$ cat src/rtl/pt_rf_arbiter.sv
// pt_rf_arbiter: round-robin arbiter sharing one register-file port between
// NUM_REQ requesters. One access per cycle, responses return one cycle after
// the grant and are steered back to the issuing lane.
// Optional feature macro: PT_RF_ARB_LOCK_EN (grant locking to one requester).
module pt_rf_arbiter #(
    parameter int NUM_REQ   = 2,
    parameter int RF_ADDR_W = 32,
    parameter int DATA_W    = 64
) (
    input  logic                          i_clk,
    input  logic                          i_rst_n,
    output logic                          o_idle,
    input  logic [NUM_REQ-1:0]            i_req_valid,
    output logic [NUM_REQ-1:0]            o_req_ready,
    input  logic [NUM_REQ*RF_ADDR_W-1:0]  i_req_address,
    input  logic [NUM_REQ*DATA_W-1:0]     i_req_wr_data,
    input  logic [NUM_REQ-1:0]            i_req_write,
    input  logic [NUM_REQ-1:0]            i_req_lock,
    output logic [NUM_REQ-1:0]            o_rsp_valid,
    output logic [DATA_W-1:0]             o_rsp_rd_data,
    output logic                          o_rsp_error,
    output logic [RF_ADDR_W-1:0]          o_rf_address,
    output logic [DATA_W-1:0]             o_rf_wr_data,
    output logic                          o_rf_write,
    output logic                          o_rf_enable,
    input  logic [DATA_W-1:0]             i_rf_rd_data,
    input  logic                          i_rf_error
);

    localparam int IDX_W = (NUM_REQ > 1) ? $clog2(NUM_REQ) : 1;

    logic [IDX_W-1:0]   ptr_q, ptr_d;
    logic [IDX_W-1:0]   pend_idx_q, pend_idx_d;
    logic               pending_q, pending_d;
    logic [IDX_W-1:0]   win_idx;
    logic [IDX_W-1:0]   cand_idx;
    int                 cand_sum;
    logic               found;
    logic               grant;
    logic               lock_q;
    logic               rsp_live;
    logic [NUM_REQ-1:0] lane_mask;
    logic [NUM_REQ-1:0] eligible;

`ifdef PT_RF_ARB_LOCK_EN
    logic               lock_d;
    logic [IDX_W-1:0]   lock_idx_q, lock_idx_d;

    // While locked only the owning lane stays eligible for arbitration.
    for (genvar gi = 0; gi < NUM_REQ; gi++) begin : g_lock_mask
        assign lane_mask[gi] = !lock_q || (lock_idx_q == IDX_W'(gi));
    end

    // Each granted access decides whether the lock is held for the next one.
    always_comb begin
        lock_d     = lock_q;
        lock_idx_d = lock_idx_q;
        if (grant) begin
            lock_d = i_req_lock[win_idx];
            if (i_req_lock[win_idx]) begin
                lock_idx_d = win_idx;
            end
        end
    end

    // Lock state register.
    always_ff @(posedge i_clk) begin
        if (!i_rst_n) begin
            lock_q     <= 1'b0;
            lock_idx_q <= '0;
        end else begin
            lock_q     <= lock_d;
            lock_idx_q <= lock_idx_d;
        end
    end
`else
    logic lock_unused;

    assign lock_q      = 1'b0;
    assign lane_mask   = '1;
    assign lock_unused = ^i_req_lock;
`endif

    assign eligible = i_req_valid & lane_mask;

    // Round-robin search: first eligible lane at or after ptr_q, wrapping.
    always_comb begin
        found    = 1'b0;
        win_idx  = '0;
        cand_sum = 0;
        cand_idx = '0;
        for (int k = 0; k < NUM_REQ; k++) begin
            cand_sum = int'(ptr_q) + k;
            if (cand_sum >= NUM_REQ) begin
                cand_sum = cand_sum - NUM_REQ;
            end
            cand_idx = IDX_W'(cand_sum);
            if (!found && eligible[cand_idx]) begin
                found   = 1'b1;
                win_idx = cand_idx;
            end
        end
    end

    // Reset gates the grant combinationally so nothing leaks downstream.
    assign grant = found && i_rst_n;

    // Next-state for pointer and the one-deep response tracker.
    always_comb begin
        ptr_d      = ptr_q;
        pending_d  = grant;
        pend_idx_d = win_idx;
        if (grant) begin
            ptr_d = (win_idx == IDX_W'(NUM_REQ - 1)) ? '0 : win_idx + IDX_W'(1);
        end
    end

    // Arbitration pointer and response tracker registers.
    always_ff @(posedge i_clk) begin
        if (!i_rst_n) begin
            ptr_q      <= '0;
            pending_q  <= 1'b0;
            pend_idx_q <= '0;
        end else begin
            ptr_q      <= ptr_d;
            pending_q  <= pending_d;
            pend_idx_q <= pend_idx_d;
        end
    end

    // A response in flight is dropped if reset arrives before it is delivered.
    assign rsp_live = pending_q && i_rst_n;

    for (genvar gi = 0; gi < NUM_REQ; gi++) begin : g_lane_out
        assign o_req_ready[gi] = grant && (win_idx == IDX_W'(gi));
        assign o_rsp_valid[gi] = rsp_live && (pend_idx_q == IDX_W'(gi));
    end

    // Downstream payload mux; outputs are zero when nothing is granted.
    always_comb begin
        o_rf_enable  = grant;
        o_rf_write   = 1'b0;
        o_rf_address = '0;
        o_rf_wr_data = '0;
        if (grant) begin
            o_rf_write   = i_req_write[win_idx];
            o_rf_address = i_req_address[win_idx*RF_ADDR_W +: RF_ADDR_W];
            o_rf_wr_data = i_req_wr_data[win_idx*DATA_W +: DATA_W];
        end
    end

    assign o_rsp_rd_data = rsp_live ? i_rf_rd_data : '0;
    assign o_rsp_error   = rsp_live ? i_rf_error : 1'b0;
    assign o_idle        = !(|i_req_valid) && !pending_q && !lock_q;

endmodule

$ cat config.mk
export PLATFORM = sky130hd
export DESIGN_NAME = pt_rf_arbiter
export DESIGN_NICKNAME = d
export VERILOG_FILES = /design/src/rtl/pt_rf_arbiter.sv
export SDC_FILE = /design/constraint.sdc
export NUM_CORES = 1
export LEC_CHECK = 0
export CAP_MARGIN = 10
export CORE_AREA = 2 2 166 168
export CTS_BUF_LIST = sky130_fd_sc_hd__clkbuf_4 sky130_fd_sc_hd__clkbuf_8 sky130_fd_sc_hd__clkbuf_16
export CTS_CLUSTER_SIZE = 30
export DETAILED_ROUTE_END_ITERATION = 16
export DIE_AREA = 0 0 168 170
export SYNTH_ARGS = -nofsm -noshare
export SYNTH_HDL_FRONTEND = slang
export SYNTH_SLANG_ARGS = --single-unit
$ cat constraint.sdc
create_clock -name i_clk -period 2.6 [get_ports i_clk]
set_clock_uncertainty 0.15 [all_clocks]
set_input_delay 0.52 -clock i_clk [delete_from_list [all_inputs] [get_ports i_clk]]
set_output_delay 0.52 -clock i_clk [all_outputs]
set_load 0.01 [all_outputs]
==> results of run 1 <==
-- registers in the layout, summed over array words and instances (netlist names) --
name,count
pend_idx_q,1
pending_q,1
ptr_q,1
-- power groups by stage --
stage	combinational, mW	clock, mW	sequential (mW)
2_1_floorplan	0.435	0	0.0517
3_3_place_gp	1.29	0	0.0526
3_5_place_dp	1.29	0	0.0526
4_1_cts	1.25	0.258	0.0527
5_1_grt	1.34	0.261	0.0534
6_report	1.24	0.254	0.0530
-- through the flow --
stage / setup WS (ps) / utilization / cell area (µm²)
2_1_floorplan: 582 / - / 2620
3_3_place_gp: -605 / 0.288 / 7690
3_5_place_dp: -621 / 0.288 / 7690
4_1_cts: 0.631 / 0.289 / 7710
5_1_grt: 1.22 / 0.289 / 7710
6_report: 33.7 / 0.289 / 7710
-- layer usage --
metal  track usage  vias up  routed length [µm]
met4        0.0246        0                 333
met3        0.0274       20                1440
met2         0.232      233                9620
li1              -     2502                   -
met1         0.151     2314                7890
met5             0        -                   0
-- layout make-up --
class                      count  area (µm²)
sequential                     3        60.1
multi-input combinational    371        2260
tap                          341         427
clock buffer                   4        82.6
fill                        2923       18900
timing repair buffer         500        4870
inverter                       2        8.76
-- timing repair --
item | in CTS | in global routing
setup buffers | 5 | 0
gates cloned | 2 | 0
endpoints found under the setup margin | 101 | 11
resized for setup | 162 | 17
-- how the worst min path moves through the flow --
stage / startpoint / endpoint / slack (ps)
final: i_req_valid[0] / pending_q / 580
after CTS: i_req_valid[0] / pending_q / 590
after detailed placement: ptr_q / ptr_q / 500
after global placement: ptr_q / ptr_q / 500
after floorplan: ptr_q / ptr_q / 400
after global routing: i_req_valid[0] / pending_q / 610
-- cell usage after synthesis, drive strengths merged --
master,number,area (µm²)
inv,2,7.50
nor3,3,15.0
a21bo,1,10.0
o32ai,97,992
nor2,5,21.3
dfxtp,3,60.1
buf,43,256
nand2,195,732
o21a,1,7.51
clkbuf,25,93.8
and3,66,413
and2b,1,7.51
nor2b,1,6.26
-- kinds of logic after synthesis --
group | synth area share
AO/OA/AOI/OAI | 0.385
AND/OR/NAND/NOR | 0.456
flip-flops | 0.0229
buffers and inverters | 0.136
-- tightest hold or removal path, delay by kind of cell --
family                 cells  cell delay, ps
buffers and inverters      1             240
and+or+nand+nor            2             150
==> summary.md, run 1 <==
| Metric | Value |
|---|---|
| CP startpoint | i_req_valid[1] |
| Fmax | slightly below 400 MHz |
| Die area | approximately 0.029 mm² |
| Pwr dens | approximately 200 mW/mm² |
| Post-Synthesis Cells | 443 |
| Root buf cell | clkbuf_16 |
| Via density | a little over 4 |
| Clock transition at path regs | 30 ps |
| Final worst-path cycle share | 0.987 |
| Netlist cell types | 18 |
| Detail-routed net length per standard cell | about 16 µm |
| Final setup viols | 0 |
| Antenna diodes | 0 |
| Worst r2r path cells | 3 |
| Sw Share | 0.352 |
| WL final | about 19 mm |
| Total chip power | 1.55 mW |
| Layout Cells excl Fill | 1,221 |
| RR Endpoint | pend_idx_q |
| Slowest cell on the critical path | a21bo_4 |
| Critical Path RT | between 1500 and 2000 ps |
| Kind of critical path | in2out |
| Sequential area share after synthesis | 0.0229 |
| Core box area | 0.0267 mm² |
| Die Height | between 150 and 200 µm |
| P_sw | between 500 and 600 µW |
| Layout cells sized above 1 | 0.140 |
| Placed Cells | ~1,200 |
| Maximum vdd ir drop | around 0.00014 V |
| CP endpoint | o_rf_wr_data[32] |
| Gr ovfl total | 0 |
| H-tree levels | 1 |
| Min Tclk post-route | between 2000 and 3000 ps |
| Post-CTS Hold Fix Bufs | 0 |
| Critical Path Most Common Cell | buf_4 |
| Max incr delay on CP | 320 ps |
| Post-route ant nets | 0 |
| Layout overhead on the synthesized area | 194% |
| Final hold vios | 0 |
| Crit path capture type | output pin |
| Total of max-cap violations | 0 |
| Initial DRC Count | roughly 200 |
| Worst slew margin | 0.701 |
| Worst skew pair latency | about 220 ps |
| Vias in the first global route | ~5,100 |
| CP top delay family | buffers and inverters |
| CTS Sinks | 3 |
| Critical-path cell list | clkdlybuf4s15_2, a21bo_4, buf_4, buf_4, buf_4, o32ai_1, clkdlybuf4s15_1 |
| Most frequent cells in the layout | clkdlybuf4s50_1, nand2_1, dlygate4sd2_1, o32ai_1, and3_1 |
| #FFs+latches synth | 3 |
| Mapped Nets | slightly above 700 |
| Status | finished clean |
| Leakage Power | ~3.4 nW |
| First-pass GRT wire length | around 29 mm |
| TritonCTS Buffers | 3 |
| Clock power frac | 0.164 |
| Vias | 5,069 |
| Post-Syn Area | about 0.0026 mm² |
| Routability cong. | about 0.8 |
| Initial Utilization | 0.0984 |
| Worst R2R Start | ptr_q |
| Dpl hpwl | between 15 and 20 mm |
| Die Wd | 168 µm |
| Clock buffer depth | 2 |
| CP bufs+invs | 5 |
| DR DRC count | 0 |
| Hold Slack | between 500 and 600 ps |
| Sequential power share | 0.034 |
| RSZ-0062 raised after global routing | no |
| Largest net degree at the start of global routing | 69 |
| Reg2Reg Setup Slack | 1430 ps |
| Commonest non-fill, non-tap cell in the layout | clkdlybuf4s50_1 |
| Synthesis Warnings | 0 |
| Nets | around 1,100 |
| Slew Viols, Final | 0 |
| Startpoint Class | primary input |
| Initial antenna violation count | 0 |
| Worst Max-Slew Pin Slew | between 400 and 500 ps |
| Average size of a mapped cell | roughly 6 µm² |
| # IOs | between 400 and 500 |
| WP data arrival | ~1900 ps |
| Comb power frac | 0.802 |
| Hold Path Cell Cnt | 3 |
| Port bufs | 430 |
| CTS tree | yes |
| Gr usage total | 0.126 |
| Row cnt | 60 |
| Internal | ~1 mW |
| CP Max Fanout | 8 |
| Hold WC Path Type | in2reg |
| Worst path depth | 7 |
| First drt pass iteration count | 4 |
| Fin Setup TNS | 0 ps |
Note: power is estimated with default switching activity, not from simulation.
==> inputs of run 2 (changes only) <==
--- a/config.mk
+++ b/config.mk
@@ -8,7 +8,6 @@
 export CAP_MARGIN = 10
 export CORE_AREA = 2 2 166 168
 export CTS_BUF_LIST = sky130_fd_sc_hd__clkbuf_4 sky130_fd_sc_hd__clkbuf_8 sky130_fd_sc_hd__clkbuf_16
-export CTS_CLUSTER_SIZE = 30
 export DETAILED_ROUTE_END_ITERATION = 16
 export DIE_AREA = 0 0 168 170
 export SYNTH_ARGS = -nofsm -noshare
==> results of run 2 <==
Same layout as run 1: the final DEF is identical, and so are final timing and power.
==> inputs of run 3 (changes only) <==
==> constraint.sdc (replaced) <==
create_clock -name i_clk -period 3.07 [get_ports i_clk]
set_clock_uncertainty 0.15 [all_clocks]
set_input_delay 0.614 -clock i_clk [delete_from_list [all_inputs] [get_ports i_clk]]
set_output_delay 0.614 -clock i_clk [all_outputs]
set_load 0.01 [all_outputs]
==> run 3 against run 2 <==
Against the previous run: sequential power decreased by 18%; wire length decreased by 5.2%; final cell count decreased by 0.74%; critical path type unchanged; die area unchanged; critical endpoint is now o_rf_wr_data[51]; combinational power decreased by 19%; count of clock-buffer cells in the layout unchanged; clock power decreased by 15%; via count decreased by 1.7%.
==> summary.md, run 3 (synthesis results as in run 1) <==
| Metric | Value |
|---|---|
| Internal | 824 µW (-18%) |
| Largest net degree at the start of global routing | 69 (unchanged) |
| Pwr dens | 168 mW/mm² (-17%) |
| Via density | 4.11 (-0.93%) |
| Dpl ws | -254 ps (+367 ps) |
| Hold Slack | 513 ps (-62.5 ps) |
| Sw Share | 0.350 (-0.00166) |
| H-tree levels | 1 (unchanged) |
| First drt pass iteration count | 4 (unchanged) |
| Commonest non-fill, non-tap cell in the layout | clkdlybuf4s50_1 |
| Hold Path Cell Cnt | 2 (-1) |
| WP data arrival | 2240 ps (+340 ps) |
| Fin Setup TNS | 0 ps (unchanged) |
| Max incr delay on CP | 510 ps (+190 ps) |
| Gr ovfl total | 0 (unchanged) |
| TritonCTS Buffers | 3 (unchanged) |
| Gr busiest metal | met2 |
| Final setup viols | 0 (unchanged) |
| Placed instance area | 0.00760 mm² (-1.2%) |
| Worst r2r path cells | 3 (unchanged) |
| Final hold vios | 0 (unchanged) |
| Maximum vdd ir drop | 0.000131 V (-9.4%) |
| DR DRC count | 0 (unchanged) |
| CTS tree | yes |
| Initial Utilization | 0.0984 (unchanged) |
| Leakage Power | 3.36 nW (-2.0%) |
| Most frequent cells in the layout | clkdlybuf4s50_1, nand2_1, dlygate4sd2_1, o32ai_1, and3_1 |
| Die area | 0.0286 mm² (unchanged) |
| Hold path startpoint | ptr_q |
| Slew Viols, Final | 0 (unchanged) |
| Vias | 4,985 (-1.7%) |
| Antenna diodes | 0 (unchanged) |
| Min Tclk post-route | about 3000 ps |
| Total of max-cap violations | 0 (unchanged) |
| CP Max Fanout | 23 (+15) |
| Reg2Reg Setup Slack | 1890 ps (+460 ps) |
| CP top delay family | buffers and inverters |
| Hold WC Path Type | reg2reg |
| WL final | 18.3 mm (-5.2%) |
| Layout Cells excl Fill | 1,212 (-0.74%) |
| Status | finished clean |
| Worst setup margin | 62.7 ps (+29.0 ps) |
| Die Wd | 168 µm (unchanged) |
| Core box area | 0.0267 mm² (unchanged) |
| First-pass GRT wire length | 26.8 mm (-6.9%) |
| Initial DRC Count | 267 (+31%) |
| M2 GR Usage | 0.203 (-0.0286) |
| P_sw | 444 µW (-19%) |
| RR Endpoint | ptr_q |
| Post-CTS Hold Fix Bufs | 0 (unchanged) |
| Die Height | 170 µm (unchanged) |
| Slowest cell on the critical path | clkdlybuf4s50_1 |
| Worst slew margin | 0.661 (-0.0398) |
| CTS Sinks | 3 (unchanged) |
| Placed Cells | 1,208 (-0.17%) |
| Met3 Use GR | 0.0272 (-0.000233) |
| Grt met1 use | 0.145 (-0.00606) |
| Fin area | 0.00756 mm² (-1.9%) |
| Worst skew pair latency | 220 ps (about the same) |
| Critical-path cell list | clkdlybuf4s50_1, a21bo_4, buf_12, buf_4, o32ai_1, dlygate4sd2_1 |
| CP startpoint | i_req_valid[0] |
| Worst R2R Start | ptr_q |
| Dpl hpwl | 14.8 mm (-2.4%) |
| Layout overhead on the synthesized area | 188% |
| Kind of critical path | in2out |
| CTS resizes | 99 (-39%) |
| # Post-CTS Setup Buffers | 0 (-5) |
| Crit path capture type | output pin |
| Routability cong. | 0.779 (-4.1%) |
| RSZ-0062 raised after global routing | no |
| Fmax | 333 MHz |
| Port bufs | 430 (unchanged) |
| Largest regs | pend_idx_q (1), pending_q (1), ptr_q (1) |
| Clock buffer depth | 2 (unchanged) |
| Gr usage total | 0.117 (-0.00960) |
| Detail-routed net length per standard cell | 15.1 µm (-4.5%) |
| # IOs | 433 (unchanged) |
| Nets | 1,137 (-0.79%) |
| WHS Endpoint | ptr_q |
| Sequential power share | 0.034 (about the same) |
| Clock power frac | 0.171 (+0.007) |
| Initial antenna violation count | 0 (unchanged) |
| Root buf cell | clkbuf_16 |
| Final worst-path cycle share | 0.980 |
| Clock transition at path regs | 30 ps (about the same) |
| Row cnt | 60 (unchanged) |
| Layout cells sized above 1 | 0.104 (-0.0353) |
| Comb power frac | 0.795 (-0.007) |
| Total chip power | 1.27 mW (-18%) |
| CP bufs+invs | 4 (-1) |
| Startpoint Class | primary input |
| Post-route ant nets | 0 (unchanged) |
| Vias in the first global route | 4,805 (-6.5%) |
| Critical Path RT | 2310 ps (+380 ps) |
| Final Util | 0.284 (-0.00540) |
| Worst Max-Slew Pin Slew | 509 ps (+59.7 ps) |
## run 3: how the worst max path moves through the flow
stage | end | cells past startpoint
finish | o_rf_wr_data[51] | 6
detailed placement | o_rf_wr_data[13] | 6
global route | o_rf_wr_data[34] | 6
floorplan | o_rf_address[10] | 4
CTS | o_rf_wr_data[51] | 6
global placement | o_rf_address[21] | 6
## run 3: worst register-to-register path: stages, from the launching register on
cell and delay, ps:
dfxtp_1 340, nor2b_4 170, buf_4 300, o21a_1 170
## run 3: layout make-up
cell class              count  area [µm²]
fillers                  2934       19100
repair buffers            492        4760
multi-input cells         370        2230
well taps                 341         427
clock buffers               4        82.6
flip-flops and latches      3        60.1
inverters                   2        8.76
## run 3: routing by layer
| layer | share of wire | routed length [µm] | vias to the layer above |
|---|---|---|---|
| met5 | 0 | 0 | - |
| met4 | 0.021 | 393 | 0 |
| met3 | 0.073 | 1330 | 20 |
| met2 | 0.49 | 8920 | 231 |
| met1 | 0.42 | 7640 | 2248 |
| li1 | - | - | 2486 |
## run 3: power by group through the flow
stage | logic (mW) | clock network, mW | registers [mW]
floorplan | 0.368 | 0 | 0.0438
global placement | 1.07 | 0 | 0.0440
detailed placement | 1.07 | 0 | 0.0440
CTS | 1.02 | 0.219 | 0.0436
global route | 1.08 | 0.223 | 0.0440
finish | 1.01 | 0.216 | 0.0435
